<file path="src/rtl/fork_join_sched_if.sv">
// rtl/fork_join_sched_if.sv - fork request, join status and per-thread status bundle
interface fork_join_sched_if #(
   parameter int N_THREADS = 4,
   parameter int CNT_W     = 8
);
   logic                         fork_valid;
   logic                         fork_ready;
   logic [N_THREADS-1:0]         fork_mask;
   logic [N_THREADS*CNT_W-1:0]   fork_dur;
   logic [1:0]                   join_mode;
   logic [N_THREADS-1:0]         busy;
   logic [N_THREADS-1:0]         done_pulse;
   logic                         join_done;
   logic [CNT_W:0]               join_latency;

   modport master (
      output fork_valid, fork_mask, fork_dur, join_mode,
      input  fork_ready, busy, done_pulse, join_done, join_latency
   );

   modport slave (
      input  fork_valid, fork_mask, fork_dur, join_mode,
      output fork_ready, busy, done_pulse, join_done, join_latency
   );
endinterface

</file>
<file path="src/rtl/fork_join_sched.sv">
// rtl/fork_join_sched.sv - fork/join launcher of countdown threads with JOIN_ALL/ANY/NONE
// Each slot counts its duration down; the join pulse fires per the latched join mode.
module fork_join_sched #(
   parameter int N_THREADS = 4,
   parameter int CNT_W     = 8
) (
   input  logic             clk,
   input  logic             rst,
   fork_join_sched_if.slave bus
);
   typedef enum logic {IDLE, WAIT} state_e;

   state_e               state_q;
   logic [N_THREADS-1:0] busy_q;
   logic [N_THREADS-1:0] done_q;
   logic [N_THREADS-1:0] pending_q;
   logic [N_THREADS-1:0] pending_d;
   logic [N_THREADS-1:0] finish;
   logic [CNT_W-1:0]     cnt_q [N_THREADS];
   logic [1:0]           mode_q;
   logic [CNT_W:0]       lat_q;
   logic [CNT_W:0]       join_lat_q;
   logic                 join_q;
   logic                 accept;
   logic                 join_hit;

   always_comb begin
      finish = '0;
      for (int i = 0; i < N_THREADS; i++) begin
         finish[i] = busy_q[i] && (cnt_q[i] == '0);
      end
   end

   assign pending_d      = pending_q & ~finish;
   assign bus.fork_ready = (state_q == IDLE) && ((bus.fork_mask & busy_q) == '0);
   assign accept         = bus.fork_valid && bus.fork_ready;

   // An empty fork has nothing to wait for, so every mode joins on the first edge.
   always_comb begin
      join_hit = 1'b0;
      case (mode_q)
         2'd1:    join_hit = (pending_q == '0) || ((pending_q & finish) != '0);
         2'd2:    join_hit = 1'b1;
         default: join_hit = (pending_d == '0);
      endcase
   end

   always_ff @(posedge clk) begin
      if (rst) begin
         state_q    <= IDLE;
         busy_q     <= '0;
         done_q     <= '0;
         pending_q  <= '0;
         mode_q     <= 2'd0;
         lat_q      <= '0;
         join_lat_q <= '0;
         join_q     <= 1'b0;
         for (int i = 0; i < N_THREADS; i++) begin
            cnt_q[i] <= '0;
         end
      end else begin
         done_q     <= finish;
         join_q     <= 1'b0;
         join_lat_q <= '0;
         for (int i = 0; i < N_THREADS; i++) begin
            if (accept && bus.fork_mask[i]) begin
               busy_q[i] <= 1'b1;
               cnt_q[i]  <= bus.fork_dur[i*CNT_W +: CNT_W];
            end else if (busy_q[i]) begin
               if (cnt_q[i] != '0) begin
                  cnt_q[i] <= cnt_q[i] - 1'b1;
               end else begin
                  busy_q[i] <= 1'b0;
               end
            end
         end
         case (state_q)
            IDLE: begin
               if (accept) begin
                  pending_q <= bus.fork_mask;
                  mode_q    <= bus.join_mode;
                  lat_q     <= {{CNT_W{1'b0}}, 1'b1};
                  state_q   <= WAIT;
               end
            end
            WAIT: begin
               pending_q <= pending_d;
               if (lat_q != '1) begin
                  lat_q <= lat_q + 1'b1;
               end
               if (join_hit) begin
                  join_q     <= 1'b1;
                  join_lat_q <= lat_q;
                  state_q    <= IDLE;
               end
            end
            default: state_q <= IDLE;
         endcase
      end
   end

   assign bus.busy         = busy_q;
   assign bus.done_pulse   = done_q;
   assign bus.join_done    = join_q;
   assign bus.join_latency = join_lat_q;
endmodule

</file>
<file path="src/flat_wrapper.sv">
// flat-port wrapper written by rule: the top's interface ports become plain ports
module fork_join_sched_flat 
#(
   parameter int N_THREADS = 4,
   parameter int CNT_W     = 8
)
  (clk, rst, bus_fork_valid, bus_fork_mask, bus_fork_dur, bus_join_mode, bus_fork_ready, bus_busy, bus_done_pulse, bus_join_done, bus_join_latency);
  fork_join_sched_if #(.N_THREADS(N_THREADS), .CNT_W(CNT_W)) bus_i ();
  input  logic clk;
  input  logic rst;
  input wire logic [$bits(bus_i.fork_valid)-1:0] bus_fork_valid;
  input wire logic [$bits(bus_i.fork_mask)-1:0] bus_fork_mask;
  input wire logic [$bits(bus_i.fork_dur)-1:0] bus_fork_dur;
  input wire logic [$bits(bus_i.join_mode)-1:0] bus_join_mode;
  output wire logic [$bits(bus_i.fork_ready)-1:0] bus_fork_ready;
  output wire logic [$bits(bus_i.busy)-1:0] bus_busy;
  output wire logic [$bits(bus_i.done_pulse)-1:0] bus_done_pulse;
  output wire logic [$bits(bus_i.join_done)-1:0] bus_join_done;
  output wire logic [$bits(bus_i.join_latency)-1:0] bus_join_latency;
  assign bus_i.fork_valid = bus_fork_valid;
  assign bus_i.fork_mask = bus_fork_mask;
  assign bus_i.fork_dur = bus_fork_dur;
  assign bus_i.join_mode = bus_join_mode;
  assign bus_fork_ready = bus_i.fork_ready;
  assign bus_busy = bus_i.busy;
  assign bus_done_pulse = bus_i.done_pulse;
  assign bus_join_done = bus_i.join_done;
  assign bus_join_latency = bus_i.join_latency;
  fork_join_sched #(.N_THREADS(N_THREADS), .CNT_W(CNT_W)) u_core (.clk(clk), .rst(rst), .bus(bus_i));
endmodule
</file>
<file path="config.mk">
export PLATFORM = sky130hd
export DESIGN_NAME = fork_join_sched_flat
export DESIGN_NICKNAME = d
export VERILOG_FILES = /design/src/rtl/fork_join_sched_if.sv /design/src/rtl/fork_join_sched.sv /design/src/flat_wrapper.sv
export SDC_FILE = /design/constraint.sdc
export NUM_CORES = 1
export LEC_CHECK = 0
export ABC_AREA = 0
export CAP_MARGIN = 20
export CORE_ASPECT_RATIO = 1.5
export CORE_MARGIN = 2
export CORE_UTILIZATION = 40
export CTS_CLUSTER_DIAMETER = 150
export CTS_CLUSTER_SIZE = 14
export DETAILED_ROUTE_END_ITERATION = 12
export MAX_ROUTING_LAYER = met4
export PLACE_DENSITY_LB_ADDON = 0.25
export REMOVE_ABC_BUFFERS = 1
export SYNTH_ARGS = -nofsm -noshare
export SYNTH_HDL_FRONTEND = slang
export SYNTH_SLANG_ARGS = --single-unit
</file>
<file path="constraint.sdc">
create_clock -name clk -period 2.7 [get_ports clk]
set_input_delay 0.81 -clock clk [delete_from_list [all_inputs] [get_ports clk]]
set_output_delay 0.81 -clock clk [all_outputs]
set_load 0.05 [all_outputs]
</file>
# Word level (Yosys, flattened, before mapping)
# Memory sizes are Yosys's and may differ from the RTL's.
# Index checks and enable logic that the tools add are counted.
[op_classes]
add_sub_neg = 5
eq_ne = 5
mux = 56
bitwise = 14
n_reduce_logical = 27
[op_table]
columns = ["cell", "n"]
rows = [
  ["two-way mux 8 bit", 8],
  ["two-way mux 1 bit", 41],
  ["zero test 8 bit", 4],
  ["nonzero test 8 bit", 4],
  ["subtractor 8 x 1 -> 8 bit (second input constant)", 4],
  ["two-way mux 9 bit", 2],
  ["case mux 9 bit (2 select lines)", 1],
  ["AND 4 bit", 3],
  ["zero test 4 bit", 3],
  ["logical AND 1 bit", 10],
  ["adder 9 x 1 -> 9 bit (second input constant)", 1],
  ["!= test 9 bit (second input constant)", 1],
  ["bitwise OR 1 bit", 8],
  ["case mux 4 bit (2 select lines)", 1],
  ["two-way mux 4 bit", 1],
  ["NOT 4 bit", 1],
  ["case mux 1 bit (2 select lines)", 2],
  ["AND reduction 2 bit", 2],
  ["nonzero test 4 bit", 1],
  ["OR reduction 3 bit", 1],
  ["equality test 2 x 1 -> 1 bit (second input constant)", 1],
  ["equality test 2 bit (second input constant)", 1],
  ["!= test 2 x 1 -> 1 bit (second input constant)", 1],
  ["!= test 2 bit (second input constant)", 1],
  ["other kinds (3)", 4],
]
[totals]
regBits = 34
ramBits = 32
inputBits = 41
output_inout_bits = 19
mem_count = 1
[mem_list]
columns = ["memory", "words", "width", "rd", "rd_clocked_by_memory_dff", "write_ports", "line", "text"]
rows = [
  ["u_core.cnt_q", 4, 8, 4, 0, 4, "fork_join_sched.sv:19", "logic [CNT_W-1:0] cnt_q [N_THREADS];"],
]

# Depth between registers and ports, before layout
[depth]
ltp_word = 10
mapped_depth = 9
mapped_depth_nobuf = 9

# Least setup slack after synthesis
# Ideal clock, no wire load.
[synth_path]
path_type = "input to output"
start = "input bus_fork_mask[1]"
end = "output bus_fork_ready"
arrival_ps = 1553
path_slack_ps = 337
path_stages = 2
path_buffers = 0
path_cell_list = "a22oi_1 and3_1"
[synth_via]
elab_chain_cells = 3
[synth_rtl]
columns = ["item", "line", "text"]
rows = [
  ["start, declared", "flat_wrapper.sv:12", "input wire logic [$bits(bus_i.fork_mask)-1:0] bus_fork_mask;"],
  ["AND 4 bit", "fork_join_sched.sv:35", "assign bus.fork_ready = (state_q == IDLE) && ((bus.fork_mask & busy_q) == '0);"],
  ["zero test 4 bit", "fork_join_sched.sv:35", ""],
  ["logical AND 1 bit", "fork_join_sched.sv:35", ""],
  ["end, declared", "flat_wrapper.sv:15", "output wire logic [$bits(bus_i.fork_ready)-1:0] bus_fork_ready;"],
]
# Every way passes these cells.

# Worst setup path after layout
# Same ends and word-level chain as after synthesis.

==> results.md <==
- Number of port buffers: 59
- Async SR Flop Fraction: 0%
- Final Util: 54.6%
- Critical path class: primary input to output port
- Synth Cell Area: 3370 sq um
- Grt met2 use: 31.9%
- Inserted Clock Buffers: 9
- Vias in the first global route: 2770
- Mapped Cells: 330
- Hpwl dp: 5.59 mm
- Fillcell total: 775
- Met1 Use GR: 17.5%
- Max stage delay on crit path: 0.43 ns
- Sequential cell area fraction in the yosys report: 48.6%
- Critical path cell sequence: clkdlybuf4s50_1 -> a22oi_1 -> and3_4 -> buf_12
- Yosys reg bits: 66
- Peak Freq: 374 MHz
- CTS tree: yes
- HP Class: register to register
- Area grow syn2layout: 34.5%
- WP data required: 1.89 ns
- Final nets: 470
- CP Max Fanout: 2
- Fin crit period: 2.67 ns
- Pre-CTS WS: -0.00793 ns
- Worst-Skew Late Latency: 0.33 ns
- Die height: 116 um
- I/O pins: 60
- Actual slew at the worst max-slew pin: 0.733 ns
- RSZ-0062 raised after global routing: false
- Total GRT Usage: 17.5%
- First-pass GRT wire length: 12.1 mm
- Critical Path Sink Type: output port
- Final Hold Viols: 0
- Initial antenna violation count: 0
- Ratio of cells with drive above 1 in the final layout: 15.9%
- Worst path slowest cell: clkdlybuf4s50_1
- Post-DRT Antenna Nets: 0
- Setup crit start kind: primary input
- Worst reg2reg path depth: 7
- Power Dens Cells: 675 nW/um^2
- Pin count of the biggest net entering global routing: 20
- Average size of a mapped cell: 10.2 sq um
- Hold Path Depth: 2
- Initial DRC count: 131
- Core area: 8310 sq um
- Post-synth top flop: dfxtp_1
- CTS root buffer: clkbuf_16
- Wire length per cell: 13.6 um
- Synth unique cells: 49
- Layout Skew: 0.00570 ns
- Routed vias/inst: 5.12
- Reg clk slew, reported paths: 0.05 ns
- Slew HR: 49.9%
- Final wirelength: 7.20 mm
- DRC violations left: 0
- CTS sink count: 66
- Top Usage Layer GRT: met2
- Post-synth EDFFs: 32
- Outcome: finished, final reports clean
- GRT met3 Usage: 3.48%
- Hold_buf cts: 0
- Vias: 2707
- Longest Clk Path Bufs: 2
- Max-cap violations: 0
- GP Congestion: 0.804
- H-tree depth: 3
- # rows: 41
- Die X: 79.0 um
- Worst EP arrival: 1.86 ns
- Setup Viol. Count Final: 0
- Final period util: 99.1%
- Peak VDD IR: 0.000353 V
- Setup WS post-layout: 0.0254 ns
- First-pass iteration count of the detailed router: 4
- Max-slew violation count: 0
- Yosys warns: 0
- Diode count: 0
- Initial core utilization: 40.6%
- GRT overflow: 0
- Leakage: 1.66 nW
- Total die area: 9200 sq um
-- cells by family after synthesis --
family                   share of synthesized area (%)
AO/OA/AOI/OAI                                     12.1
buffers and inverters                             3.45
XOR/XNOR                                          7.53
adder cells (fa/ha/maj)                           4.45
AND/OR/NAND/NOR                                   23.8
flip-flops                                        48.6
-- synthesized netlist by cell type, types with 2 or more instances --
library cell / instances / share of area, %
nand2_1: 44 / 4.9
dfxtp_1: 34 / 20
edfxtp_1: 32 / 28
o21ai_0: 23 / 3.4
nor2_1: 22 / 2.4
inv_1: 16 / 1.8
xor2_1: 15 / 3.9
xnor2_1: 14 / 3.6
a21oi_1: 12 / 1.8
ha_1: 12 / 4.4
nor3b_2: 11 / 4.1
nand3_1: 10 / 1.5
o2bb2ai_1: 7 / 1.8
nor3_1: 6 / 0.89
nand3b_1: 5 / 1.1
nor2b_1: 5 / 0.93
a22oi_1: 4 / 0.89
nand4_1: 4 / 0.74
or3_1: 4 / 0.74
a211oi_1: 3 / 0.67
a21o_1: 3 / 0.67
a221oi_1: 3 / 0.78
buf_2: 3 / 0.44
clkbuf_1: 3 / 0.33
nand2b_1: 3 / 0.56
and3_1: 2 / 0.37
and4_2: 2 / 0.59
nor2_4: 2 / 0.67
nor4_1: 2 / 0.37
nor4_2: 2 / 0.74
nor4b_1: 2 / 0.52
or3b_2: 2 / 0.52
or4_4: 2 / 0.67
-- metrics by stage --
step	cell area (sq um)	hold slack, ns	instances	TNS [ns]	power, mW
global placement	4250	0.476	512	-0.0227	2.02
global route	4540	0.507	529	0	3.23
finish	4540	0.488	529	0	3.07
detailed placement	4250	0.483	512	-0.00793	2.04
CTS	4530	0.491	528	0	3.10
floorplan	3320	0.447	321	0	1.73
-- repair_timing --
item	in CTS	in global routing
pin swaps	0	1
endpoints found under the setup margin	1	1
resized for setup	2	1
setup buffers	0	1
-- registers in the layout (all words and copies together), names as in the netlist --
| register | count |
|---|---|
| u_core.lat_q | 9 |
| u_core.bus.join_latency | 9 |
| u_core.pending_q | 4 |
| u_core.bus.busy | 4 |
| u_core.state_q | 1 |
| u_core.mode_q | 2 |
| u_core.cnt_q | 32 |
| u_core.bus.done_pulse | 4 |
| u_core.bus.join_done | 1 |
-- metal layers --
metal  vias to the layer above  wire [um]
li1                       1364          -
met1                      1277       2910
met2                        51       3860
met3                        15        253
met4                         0        179
met5                         -          0
-- cell type report --
class	count	area, sq um	area share [%]
repair buffers	85	811	17.9
clock buffers	12	246	5.43
well taps	107	134	2.95
inverters	16	60.1	1.32
clock inverters	4	20.0	0.441
flip-flops and latches	66	1640	36.2
multi-input cells	239	1630	35.8
-- where the power goes --
group	switching, mW	internal, mW
combinational	0.391	0.351
clock	0.404	0.639
sequential	0.103	1.18
-- final timing paths --
| path | start | to | slack, ns |
|---|---|---|---|
| setup / recovery | bus_fork_mask[1] | bus_fork_ready | 0.03 |
| hold / removal | u_core.mode_q[0] | u_core.mode_q[0] | 0.49 |
| setup reg to reg | u_core.cnt_q[2][0] | u_core.bus.join_latency[8] | 0.29 |
| hold reg to reg | u_core.mode_q[0] | u_core.mode_q[0] | 0.49 |
-- worst max-delay path, delay by kind of cell --
family | cells | cell delay (ns)
AOI/OAI and AO/OA | 1 | 0.24
and+or+nand+nor | 1 | 0.24
buffers and inverters | 2 | 0.56
-- cells in the final DEF, fill, tap and decap left out, types with 10 or more instances in the layout --
master,count
inv_1,16
dfxtp_1,34
ha_1,12
nand2_1,44
xnor2_1,14
nor3b_2,11
xor2_1,15
a21oi_1,11
buf_4,25
edfxtp_1,32
nor2_1,22
nand3_1,10
o21ai_0,23
clkdlybuf4s50_1,57
(Power assumes the default switching activity.)
